===== src/rtl/uart_pkg.sv =====
// Shared UART constants: frame shape, default divisor and FSM state encoding.
package uart_pkg;

    localparam int unsigned DEFAULT_CLKS_PER_BIT = 868;  // 100 MHz / 115200 baud
    localparam int unsigned DATA_BITS            = 8;
    localparam int unsigned STOP_BITS            = 1;

    // Receiver state encoding, kept as plain constants for older tool flows
    typedef logic [1:0] uart_state_t;
    localparam uart_state_t ST_IDLE  = 2'd0;
    localparam uart_state_t ST_START = 2'd1;
    localparam uart_state_t ST_DATA  = 2'd2;
    localparam uart_state_t ST_STOP  = 2'd3;

endpackage


===== src/rtl/sync_2ff.sv =====
// Two-flop synchronizer for a single asynchronous bit, reset value selectable.
module sync_2ff #(
    parameter logic RESET_VAL = 1'b0
) (
    input  logic clk,
    input  logic reset,
    input  logic d,
    output logic q
);

    logic meta;

    // Two back-to-back flops to settle metastability before use
    always_ff @(posedge clk or posedge reset) begin
        if (reset) begin
            meta <= RESET_VAL;
            q    <= RESET_VAL;
        end else begin
            meta <= d;
            q    <= meta;
        end
    end

endmodule


===== src/rtl/uart_rx.sv =====
// 8N1 UART receiver: mid-bit sampling, byte strobe on good frames, ferr on bad stop bit.
module uart_rx
    import uart_pkg::*;
#(
    parameter int unsigned CLKS_PER_BIT = DEFAULT_CLKS_PER_BIT
) (
    input  logic                 clk,
    input  logic                 reset,
    input  logic                 rx,
    output logic [DATA_BITS-1:0] dout,
    output logic                 ready,
    output logic                 ferr,
    output logic                 busy
);

    localparam int unsigned TW = $clog2(CLKS_PER_BIT);
    localparam logic [TW-1:0] BIT_END  = TW'(CLKS_PER_BIT - 1);
    localparam logic [TW-1:0] HALF_END = TW'(CLKS_PER_BIT / 2 - 1);
    localparam logic [2:0]    LAST_IDX = 3'(DATA_BITS - 1);

    logic                 rx_s;
    uart_state_t          state_q, state_d;
    logic [TW-1:0]        timer_q, timer_d;
    logic [2:0]           idx_q, idx_d;
    logic [DATA_BITS-1:0] shift_q, shift_d;
    logic [DATA_BITS-1:0] dout_q, dout_d;
    logic                 brk_q, brk_d;    // stop bit was low; waiting for line to go idle
    logic                 ready_q, ready_d;
    logic                 ferr_q, ferr_d;

    // Line idles high, so the synchronizer resets to 1 to avoid a false start
    sync_2ff #(
        .RESET_VAL (1'b1)
    ) u_sync_rx (
        .clk   (clk),
        .reset (reset),
        .d     (rx),
        .q     (rx_s)
    );

    // Next-state logic for the frame FSM, bit timer, bit index and shift register
    always_comb begin
        state_d = state_q;
        timer_d = timer_q;
        idx_d   = idx_q;
        shift_d = shift_q;
        dout_d  = dout_q;
        brk_d   = brk_q;
        ready_d = 1'b0;
        ferr_d  = 1'b0;
        case (state_q)
            ST_IDLE: begin
                if (!rx_s) begin
                    timer_d = '0;
                    state_d = ST_START;
                end
            end
            ST_START: begin
                if (timer_q == HALF_END) begin
                    timer_d = '0;
                    idx_d   = '0;
                    // High at mid start bit means the falling edge was a glitch
                    state_d = rx_s ? ST_IDLE : ST_DATA;
                end else begin
                    timer_d = timer_q + 1'b1;
                end
            end
            ST_DATA: begin
                if (timer_q == BIT_END) begin
                    timer_d = '0;
                    shift_d = {rx_s, shift_q[DATA_BITS-1:1]};
                    if (idx_q == LAST_IDX) begin
                        state_d = ST_STOP;
                    end else begin
                        idx_d = idx_q + 1'b1;
                    end
                end else begin
                    timer_d = timer_q + 1'b1;
                end
            end
            ST_STOP: begin
                if (brk_q) begin
                    // Hold through a break until the line returns high
                    if (rx_s) begin
                        brk_d   = 1'b0;
                        state_d = ST_IDLE;
                    end
                end else if (timer_q == BIT_END) begin
                    timer_d = '0;
                    if (rx_s) begin
                        dout_d  = shift_q;
                        ready_d = 1'b1;
                        state_d = ST_IDLE;
                    end else begin
                        ferr_d = 1'b1;
                        brk_d  = 1'b1;
                    end
                end else begin
                    timer_d = timer_q + 1'b1;
                end
            end
            default: state_d = ST_IDLE;
        endcase
    end

    // State and output registers; reset discards any partial frame
    always_ff @(posedge clk or posedge reset) begin
        if (reset) begin
            state_q <= ST_IDLE;
            timer_q <= '0;
            idx_q   <= '0;
            shift_q <= '0;
            dout_q  <= '0;
            brk_q   <= 1'b0;
            ready_q <= 1'b0;
            ferr_q  <= 1'b0;
        end else begin
            state_q <= state_d;
            timer_q <= timer_d;
            idx_q   <= idx_d;
            shift_q <= shift_d;
            dout_q  <= dout_d;
            brk_q   <= brk_d;
            ready_q <= ready_d;
            ferr_q  <= ferr_d;
        end
    end

    assign dout  = dout_q;
    assign ready = ready_q;
    assign ferr  = ferr_q;
    assign busy  = (state_q != ST_IDLE);

endmodule

===== config.mk =====
export PLATFORM = sky130hd
export DESIGN_NAME = uart_rx
export DESIGN_NICKNAME = d
export VERILOG_FILES = /design/src/rtl/uart_pkg.sv /design/src/rtl/sync_2ff.sv /design/src/rtl/uart_rx.sv
export SDC_FILE = /design/constraint.sdc
export NUM_CORES = 1
export LEC_CHECK = 0
export ABC_CLOCK_PERIOD_IN_PS = 2200
export BUFFER_PORTS_ARGS = -buffer_cell sky130_fd_sc_hd__buf_2
export CAP_MARGIN = 30
export CORE_MARGIN = 2
export CORE_UTILIZATION = 58
export DETAILED_ROUTE_END_ITERATION = 7
export PLACE_DENSITY = 0.83
export SYNTH_ARGS = -nofsm -noshare
export SYNTH_HDL_FRONTEND = slang
export SYNTH_SLANG_ARGS = --single-unit

===== constraint.sdc =====
create_clock -name clk -period 2.2 [get_ports clk]
set_input_delay 0.11 -clock clk [delete_from_list [all_inputs] [get_ports clk]]
set_output_delay 0.11 -clock clk [all_outputs]
set_load 0.005 [all_outputs]

==> results.yml, run 1 <==
run_status:
  status: "finished, final reports clean"
die:
  die_area_um2: 3534
  core_area_um2: 2978
  die_h_um: 59.45
  num_rows: 20
  start_util: 0.5987
  ios: 14
  die_w_um: 59.45
detailed_routing:
  detail_route.wl_per_cell_um: 17.48
  dr.pass1.iters: 4
  routed_wl_mm: 3.810
  dr.first_iter.drc_count: 86
  drc: 0
  via_per_inst: 6.335
  ant_nets: 0
  dr_total_vias: 1381
global_routing:
  globalRouteOverflowTotal: 0
  grt_pass1_vias: 1352
  antenna_found_initial: 0
  grt_pass1_wl_mm: 6.037
  grt_max_degree: 17
  grtUsageTotal: 0.2367
critical_path:
  r2r_end: "timer_q[2]$_DFFE_PP0P_"
  cp-end-kind: "flip-flop"
  cp.arrival_ns: 2.28
  rrSetupSlack_ns: 0.16
  reg2reg_depth: 6
  cp.required_ns: 2.45
  crit_chain: "ha_1 -> nor2b_2 -> a31oi_2 -> nor2_1 -> buf_4 -> o311ai_2"
  critPathKind: "reg -> reg"
  worst_path_largest_cell_delay_ns: 0.46
  worst-path-buf-inv: 1
  cpMaxStageDelayCell: "a31oi_2"
  cp_max_fo: 10
  start_kind: "flip-flop"
  reg2reg_from: "timer_q[0]$_DFFE_PP0P_"
  cpLargestDelayFamily: "compound AO/OA/AOI/OAI gates"
timing:
  worstMarginPinSlew_ns: 0.5391
  rsz0062_at_grt: "false"
  finalMaxSlewViolations: 0
  finalCriticalPeriod_ns: 2.035
  setup_violations: 0
  hold_violations: 0
  relSlewSlack: 0.6393
  clock_skew_ns: 0.01680
  fmaxAchievable_ghz: 0.4914
  period_share: 0.9250
  setup_tns_ns: 0
  worst_slack_ns: 0.1649
synth:
  synth_top_area_frac: 0.4772
  yosys_warnings: 0
  syn_nets: 167
  synth_seq_cells: 36
  synth_cell_types: 42
  ys.flop_type: "dfrtp_1"
  ys_seq_area_frac: 0.5067
  avgSynthCellArea_um2: 11.14
  synth_common_cells: "34 x dfrtp_1, 17 x nand2_1, 14 x mux2_2"
  yosysMostFrequentCell: "dfrtp_1"
  async_flop_share: 1.000
  syn_area_um2: 1783
  synth_edf_count: 0
  synthTopCellsByArea: "dfrtp_1 48%, mux2_2 8.8%, o211ai_1 5.1%"
  yosysTopAreaCell: "dfrtp_1"
  syn-instance-count: 160
place:
  dpl-instance-area_um2: 1916
  place_ws_ns: 0.04409
  hpwl_mm: 2.688
  portBuffers: 13
  dp.cells: 207
  gp_congestion: 0.9193
run:
  maxCapViolations: 0
clocking:
  cts_tree: "built"
  cts_sinks: 36
  cts-buffers-inserted: 5
  path_clk_slew_ns: 0.11
  root_buffer: "clkbuf_4"
  cts_buffer_depth: 2
  htree_levels: 2
  clock_latency_ns: 0.36
power_and_ir_drop:
  internal_power_mw: 0.9080
  power_switching_mw: 0.2489
  seqPwrFrac: 0.577
  sw_frac_of_total: 0.2151
  powerDensity_nw_per_um2: 567.6
  p_comb_frac: 0.017
  clock_power_share: 0.406
  vdd_drop_max_uv: 452.4
  leakage_nw: 0.9307
worst_hold_path:
  hold_class: "in -> async"
finish:
  fin_nets: 191
  drive_gt1_frac: 0.2811
  antenna_cells: 0
  syn2layout_area_growth_pct: 14.32
  design_area_um2: 2038
  fin_cells: 218
-- stage by stage --
stage          hold slack, ns  utilization  power, mW
2_1_floorplan          0.1145            -     0.6890
3_3_place_gp           0.1010       0.6433     0.6963
3_5_place_dp           0.1135       0.6433     0.6982
4_1_cts                0.2755       0.6769      1.161
5_1_grt                0.3078       0.6845      1.187
6_report               0.2734       0.6845      1.157
-- cell usage in the layout (no fill, tap or decap), types with 2 or more instances in the layout --
cell type,count
dfrtp_1,34
nand2_1,17
mux2_2,14
buf_2,13
o211ai_1,12
o21ai_0,8
buf_4,7
inv_1,6
nand3_1,5
nor4_1,5
clkbuf_4,5
nand2b_1,4
ha_1,4
nor2_1,3
mux2_1,3
nand4_1,3
o221ai_1,3
o21a_1,2
a31oi_1,2
o31ai_1,2
o22ai_1,2
nor3_1,2
dlygate4sd3_1,2
dfstp_2,2
-- worst max path at each step --
| stage | start | to | slack (ns) | cells after the start |
|---|---|---|---|---|
| 4_1_cts | timer_q[0]$_DFFE_PP0P_ | dout[0]$_DFFE_PP0P_ | 0.03 | 5 |
| 6_report | timer_q[0]$_DFFE_PP0P_ | timer_q[2]$_DFFE_PP0P_ | 0.16 | 6 |
| 3_5_place_dp | timer_q[0]$_DFFE_PP0P_ | dout[0]$_DFFE_PP0P_ | 0.04 | 5 |
| 2_1_floorplan | timer_q[0]$_DFFE_PP0P_ | dout[0]$_DFFE_PP0P_ | 0.33 | 5 |
| 5_1_grt | timer_q[0]$_DFFE_PP0P_ | timer_q[2]$_DFFE_PP0P_ | 0.06 | 6 |
| 3_3_place_gp | timer_q[0]$_DFFE_PP0P_ | dout[3]$_DFFE_PP0P_ | 0.21 | 5 |
-- flip-flops by register name, indices dropped and copies added (netlist names), named ones only --
register        cells
dout                8
timer_q            10
shift_q             8
ferr                1
ready               1
idx_q               3
brk_q               1
u_sync_rx.meta      1
u_sync_rx.q         1
state_q             1
-- power groups by stage --
| stage | Sequential, mW | Combinational [mW] | Clock, mW |
|---|---|---|---|
| CTS | 0.667 | 0.0212 | 0.473 |
| finish | 0.667 | 0.0200 | 0.470 |
| global placement | 0.679 | 0.0171 | 0 |
| floorplan | 0.679 | 0.0102 | 0 |
| global route | 0.668 | 0.0234 | 0.496 |
| detailed placement | 0.680 | 0.0184 | 0 |
-- per-layer routing --
| layer | part of all wire | GRT usage | vias to the layer above |
|---|---|---|---|
| met5 | 0 | 0 | - |
| met4 | 0.036 | 0.1494 | 0 |
| met3 | 0.045 | 0.05895 | 19 |
| met2 | 0.49 | 0.3705 | 46 |
| met1 | 0.43 | 0.2910 | 668 |
| li1 | - | - | 648 |
-- logic make-up (layout without fill, tap and decap cells) --
family,count (synthesis),in the layout,synth area share
AND/OR/NAND/NOR,52,52,0.1705
multiplexers,18,18,0.1130
adder cells (fa/ha/maj),4,4,0.02807
buffers and inverters,12,37,0.02736
AO/OA/AOI/OAI,38,38,0.1544
flip-flops,36,36,0.5067
-- worst min-delay path, cell delays in order --
cell	delay, ns
dlygate4sd3_1	0.53
buf_2	0.12
inv_1	0.31
-- layout make-up --
type,instances,area (um2)
fillers,209,939.7
flip-flops and latches,36,903.4
multi-input cells,112,833.3
repair buffers,23,157.7
clock inverters,3,42.54
well taps,33,41.29
clock buffers,5,37.54
inverters,6,22.52
-- repair_timing --
| action | CTS | global route |
|---|---|---|
| gates resized for setup | 0 | 2 |
| setup buffers | 0 | 1 |
| hold buffers | 2 | 0 |
| endpoints found under the hold margin | 9 | 0 |
| setup endpoints to repair | 0 | 12 |
(Power assumes the default switching activity.)
==> inputs of run 2 (changes only) <==
--- a/config.mk
+++ b/config.mk
@@ -11,7 +11,8 @@
 export CORE_MARGIN = 2
 export CORE_UTILIZATION = 58
 export DETAILED_ROUTE_END_ITERATION = 7
-export PLACE_DENSITY = 0.83
+export HOLD_SLACK_MARGIN = 0.12
+export PLACE_DENSITY = 0.77
 export SYNTH_ARGS = -nofsm -noshare
 export SYNTH_HDL_FRONTEND = slang
 export SYNTH_SLANG_ARGS = --single-unit
==> results.yml, run 2 (synthesis gave the netlist of run 1 again) <==
run_status:
  status: "finished, final reports clean"
place:
  hpwl_mm: 2.686
  gp_congestion: 0.9256
  dp.cells: 206
  portBuffers: 13
  place_ws_ns: 0.1112
finish:
  max_flop_register: "timer_q"
  largest_reg_flops: 10
  fin_nets: 190
  fin_cells: 217
  drive_gt1_frac: 0.2663
  antenna_cells: 0
  final_cell_mix: "34 x dfrtp_1, 17 x nand2_1, 14 x mux2_2"
  final_common_cell: "dfrtp_1"
  syn2layout_area_growth_pct: 13.54
die:
  ios: 14
  start_util: 0.5987
  die_area_um2: 3534
  num_rows: 20
  die_w_um: 59.45
  core_area_um2: 2978
  die_h_um: 59.45
power_and_ir_drop:
  p_total_mw: 1.147
  powerDensity_nw_per_um2: 566.7
  seqPwrFrac: 0.581
  leakage_nw: 0.9279
  internal_power_mw: 0.9082
  p_comb_frac: 0.017
  clock_power_share: 0.402
  power_switching_mw: 0.2390
  sw_frac_of_total: 0.2083
  vdd_drop_max_uv: 700.0
timing:
  holdWs_ns: 0.3631
  clock_skew_ns: 0.003329
  period_share: 0.9320
  hold_violations: 0
  worst_slack_ns: 0.1496
  setup_tns_ns: 0
  setup_violations: 0
  finalCriticalPeriod_ns: 2.050
  rsz0062_at_grt: "false"
  worstMarginPinSlew_ns: 0.6211
  relSlewSlack: 0.5855
  fmaxAchievable_ghz: 0.4877
  finalMaxSlewViolations: 0
worst_hold_path:
  hold_class: "reg -> reg"
  min_path_cells: 0
global_routing:
  globalRouteOverflowTotal: 0
  grt_pass1_wl_mm: 6.203
  grt_max_degree: 22
  grt_pass1_vias: 1302
  grtUsageTotal: 0.2385
  antenna_found_initial: 0
clocking:
  clock_latency_ns: 0.34
  cts-buffers-inserted: 5
  htree_levels: 2
  root_buffer: "clkbuf_4"
  cts_tree: "built"
  path_clk_slew_ns: 0.11
  cts_buffer_depth: 2
  cts_sinks: 36
detailed_routing:
  ant_nets: 0
  via_per_inst: 6.272
  dr.first_iter.drc_count: 25
  dr_total_vias: 1361
  routed_wl_mm: 3.660
  detail_route.wl_per_cell_um: 16.87
  dr.pass1.iters: 5
  drc: 0
critical_path:
  cpMaxStageDelayCell: "and4_1"
  crit_chain: "ha_1 -> nor2b_1 -> and4_1 -> mux2_2"
  reg2reg_depth: 4
  start_kind: "flip-flop"
  critPathKind: "reg -> reg"
  cp_max_fo: 8
  cp.arrival_ns: 2.28
  worst_path_largest_cell_delay_ns: 0.50
  cp.required_ns: 2.43
  cp-end-kind: "flip-flop"
run:
  maxCapViolations: 0
## run 2: cell types whose count changed in the layout (fill, tap and decap cells not counted), sizes merged
cell	before	now
buf	21	20
clkbuf	5	6
clkinvlp	1	0
## run 2: repair_timing
item | 4_1_cts | 5_1_grt
endpoints found under the setup margin | 0 | 8
hold endpoints to repair | 14 | 0
hold buffers | 2 | 0
setup buffers | 0 | 1
gates resized for setup | 0 | 0
## run 2: final cells by class
| type | instances | area [um2] |
|---|---|---|
| Fill cell | 216 | 953.4 |
| Clock inverter | 2 | 35.03 |
| Tap cell | 33 | 41.29 |
| Clock buffer | 6 | 41.29 |
| Multi-Input combinational cell | 112 | 830.8 |
| Inverter | 6 | 22.52 |
| Timing Repair Buffer | 22 | 150.1 |
| Sequential cell | 36 | 903.4 |
## run 2: power by group through the flow
stage	clock [mW]	sequential [mW]	combinational (mW)
after global routing	0.494	0.667	0.0220
after global placement	0	0.680	0.0161
after detailed placement	0	0.680	0.0176
final	0.461	0.667	0.0192
after CTS	0.467	0.667	0.0203
after floorplan	0	0.679	0.0102
## run 2: final timing paths
check	start	to	slack, ns
worst max-delay path	timer_q[0]$_DFFE_PP0P_	shift_q[1]$_DFFE_PP0P_	0.15
worst min-delay path	u_sync_rx.meta$_DFF_PP1_	u_sync_rx.q$_DFF_PP1_	0.36
worst max register to register	timer_q[0]$_DFFE_PP0P_	shift_q[1]$_DFFE_PP0P_	0.15
worst min register to register	u_sync_rx.meta$_DFF_PP1_	u_sync_rx.q$_DFF_PP1_	0.36
max in group asynchronous	reset	timer_q[5]$_DFFE_PP0P_	1.11
min in group asynchronous	reset	dout[3]$_DFFE_PP0P_	0.37
## run 2: critical path: cells and delay by family (launching register included)
| family | cells | cell delay, ns |
|---|---|---|
| fa+ha+maj | 1 | 0.25 |
| flops | 1 | 0.44 |
| mux | 1 | 0.40 |
| simple gates | 2 | 0.85 |
## run 2: metrics by stage
| stage | area (um2) | util |
|---|---|---|
| 3_5_place_dp | 1908 | 0.6408 |
| 4_1_cts | 2004 | 0.6731 |
| 3_3_place_gp | 1908 | 0.6408 |
| 2_1_floorplan | 1783 | - |
| 5_1_grt | 2024 | 0.6798 |
| 6_report | 2024 | 0.6798 |
## run 2: routing by layer
metal | wire length, um | part of all wire | up-vias | global-route usage
met5 | 0 | 0 | - | 0
met4 | 63 | 0.017 | 0 | 0.1104
met3 | 239 | 0.065 | 7 | 0.06114
met2 | 1751 | 0.48 | 52 | 0.3673
met1 | 1606 | 0.44 | 649 | 0.3144
li1 | - | - | 653 | -
==> inputs of run 3 (changes only) <==
--- a/config.mk
+++ b/config.mk
@@ -8,11 +8,13 @@
 export ABC_CLOCK_PERIOD_IN_PS = 2200
 export BUFFER_PORTS_ARGS = -buffer_cell sky130_fd_sc_hd__buf_2
 export CAP_MARGIN = 30
+export CELL_PAD_IN_SITES_DETAIL_PLACEMENT = 1
+export CELL_PAD_IN_SITES_GLOBAL_PLACEMENT = 2
 export CORE_MARGIN = 2
-export CORE_UTILIZATION = 58
+export CORE_UTILIZATION = 39
 export DETAILED_ROUTE_END_ITERATION = 7
 export HOLD_SLACK_MARGIN = 0.12
-export PLACE_DENSITY = 0.77
+export PLACE_DENSITY_LB_ADDON = 0.1
 export SYNTH_ARGS = -nofsm -noshare
 export SYNTH_HDL_FRONTEND = slang
 export SYNTH_SLANG_ARGS = --single-unit
==> results.yml, run 3 (synthesis gave the netlist of run 1 again) <==
clocking:
  cts_buffer_depth: 2
  root_buffer: "clkbuf_8"
  cts_sinks: 36
  htree_levels: 2
  clock_latency_ns: 0.29
  cts_tree: "built"
  path_clk_slew_ns: 0.07
  cts-buffers-inserted: 5
detailed_routing:
  dr.pass1.iters: 4
  ant_nets: 0
  drc: 0
  via_per_inst: 5.861
  dr_total_vias: 1389
  detail_route.wl_per_cell_um: 17.84
  routed_wl_mm: 4.227
  dr.first_iter.drc_count: 92
place:
  place_ws_ns: 0.08042
  portBuffers: 13
  hpwl_mm: 3.135
  dp.cells: 227
  dpl-instance-area_um2: 1947
  gp_congestion: 0.8297
timing:
  fmaxAchievable_ghz: 0.4966
  finalCriticalPeriod_ns: 2.014
  hold_violations: 0
  setup_violations: 0
  rsz0062_at_grt: "false"
  period_share: 0.9153
  worst_slack_ns: 0.1864
  finalMaxSlewViolations: 0
  worstMarginPinSlew_ns: 0.5712
  clock_skew_ns: 0.01015
  relSlewSlack: 0.6178
  setup_tns_ns: 0
  holdWs_ns: 0.3638
finish:
  finish.utilization: 0.4746
  final_common_cell: "dfrtp_1"
  largest_reg_flops: 10
  drive_gt1_frac: 0.2811
  syn2layout_area_growth_pct: 16.70
  multi_input_area_um2: 833.3
  final-seq-area_um2: 903.4
  design_area_um2: 2081
  fin_nets: 191
  antenna_cells: 0
  fin_cells: 237
  final_cell_mix: "34 x dfrtp_1, 17 x nand2_1, 14 x mux2_2"
  max_flop_register: "timer_q"
  fillers: 495
die:
  num_rows: 24
  die_h_um: 71.62
  die_w_um: 71.62
  die_area_um2: 5129
  core_area_um2: 4384
  ios: 14
  start_util: 0.4067
run:
  maxCapViolations: 0
critical_path:
  worst-path-buf-inv: 1
  worst_path_largest_cell_delay_ns: 0.42
  critPathKind: "reg -> reg"
  cp.required_ns: 2.34
  cpMaxStageDelayCell: "dfrtp_1"
  cp.arrival_ns: 2.15
  cp_max_fo: 4
  cp-end-kind: "flip-flop"
  crit_chain: "inv_1 -> ha_1 -> nor4bb_1 -> a31oi_1 -> o21ai_0 -> o211ai_1"
  start_kind: "flip-flop"
  cpLargestDelayFamily: "compound AO/OA/AOI/OAI gates"
worst_hold_path:
  hold_class: "reg -> reg"
power_and_ir_drop:
  seqPwrFrac: 0.525
  internal_power_mw: 1.005
  clock_power_share: 0.460
  p_total_mw: 1.270
  vdd_drop_max_uv: 305.1
  powerDensity_nw_per_um2: 610.5
  leakage_nw: 0.9407
  p_comb_frac: 0.015
  sw_frac_of_total: 0.2086
  power_switching_mw: 0.2650
global_routing:
  grt_pass1_wl_mm: 7.541
  grt_pass1_vias: 1508
  grtUsageTotal: 0.1911
  grt_max_degree: 37
  globalRouteOverflowTotal: 0
  antenna_found_initial: 0
run_status:
  status: "finished, final reports clean"
-- run 3: cell types whose count changed in the layout (fill, tap and decap cells not counted) --
cell        previous run  this run
clkbuf_4               5         0
clkbuf_8               0         5
buf_4                  6         8
buf_12                 1         0
clkbuf_1               1         0
clkinvlp_4             0         1
nor2_1                 3         2
nor2_2                 0         1
-- run 3: worst reg2reg max path: cells and delay by family (launching register included) --
family,cells,cell delay [ns]
AOI/OAI and AO/OA,3,0.83
DFF,1,0.42
and+or+nand+nor,1,0.37
adders and majority gates,1,0.17
buffers and inverters,1,0.09
-- run 3: power by group through the flow --
stage	Combinational, mW	Sequential [mW]	Clock, mW
6_report	0.0188	0.667	0.585
5_1_grt	0.0224	0.667	0.641
4_1_cts	0.0203	0.667	0.607
3_5_place_dp	0.0177	0.680	0
2_1_floorplan	0.0102	0.679	0
3_3_place_gp	0.0171	0.680	0
-- run 3: path summary, 6_finish.rpt --
| check | depth (start not counted) | from | to | slack, ns |
|---|---|---|---|---|
| max in group asynchronous | 4 | reset | u_sync_rx.q$_DFF_PP1_ | 1.38 |
| worst max-delay path | 6 | timer_q[1]$_DFFE_PP0P_ | timer_q[7]$_DFFE_PP0P_ | 0.19 |
| worst min register to register | 0 | u_sync_rx.meta$_DFF_PP1_ | u_sync_rx.q$_DFF_PP1_ | 0.36 |
| worst min-delay path | 0 | u_sync_rx.meta$_DFF_PP1_ | u_sync_rx.q$_DFF_PP1_ | 0.36 |
| min in group asynchronous | 4 | reset | timer_q[9]$_DFFE_PP0P_ | 0.46 |
| worst max register to register | 6 | timer_q[1]$_DFFE_PP0P_ | timer_q[7]$_DFFE_PP0P_ | 0.19 |
-- run 3: timing repair --
item,in CTS,in global routing
buffers inserted,0,0
endpoints found under the hold margin,35,0
resized for setup,0,1
endpoints found under the setup margin,0,7
hold buffers,2,0
-- run 3: per-layer routing --
layer	global-route usage	share of wire	wire (um)	up-vias
met5	0	0	0	-
met4	0.05031	0.0031	13	0
met3	0.04360	0.037	155	2
met2	0.3282	0.51	2174	22
met1	0.2436	0.45	1884	719
li1	-	-	-	646
-- run 3: cell type report --
| cell class | count | area share |
|---|---|---|
| repair buffers | 23 | 0.06975 |
| flip-flops and latches | 36 | 0.4342 |
| multi-input cells | 112 | 0.4005 |
| clock buffers | 5 | 0.03307 |
| well taps | 52 | 0.03127 |
| clock inverters | 3 | 0.02044 |
| inverters | 6 | 0.01082 |
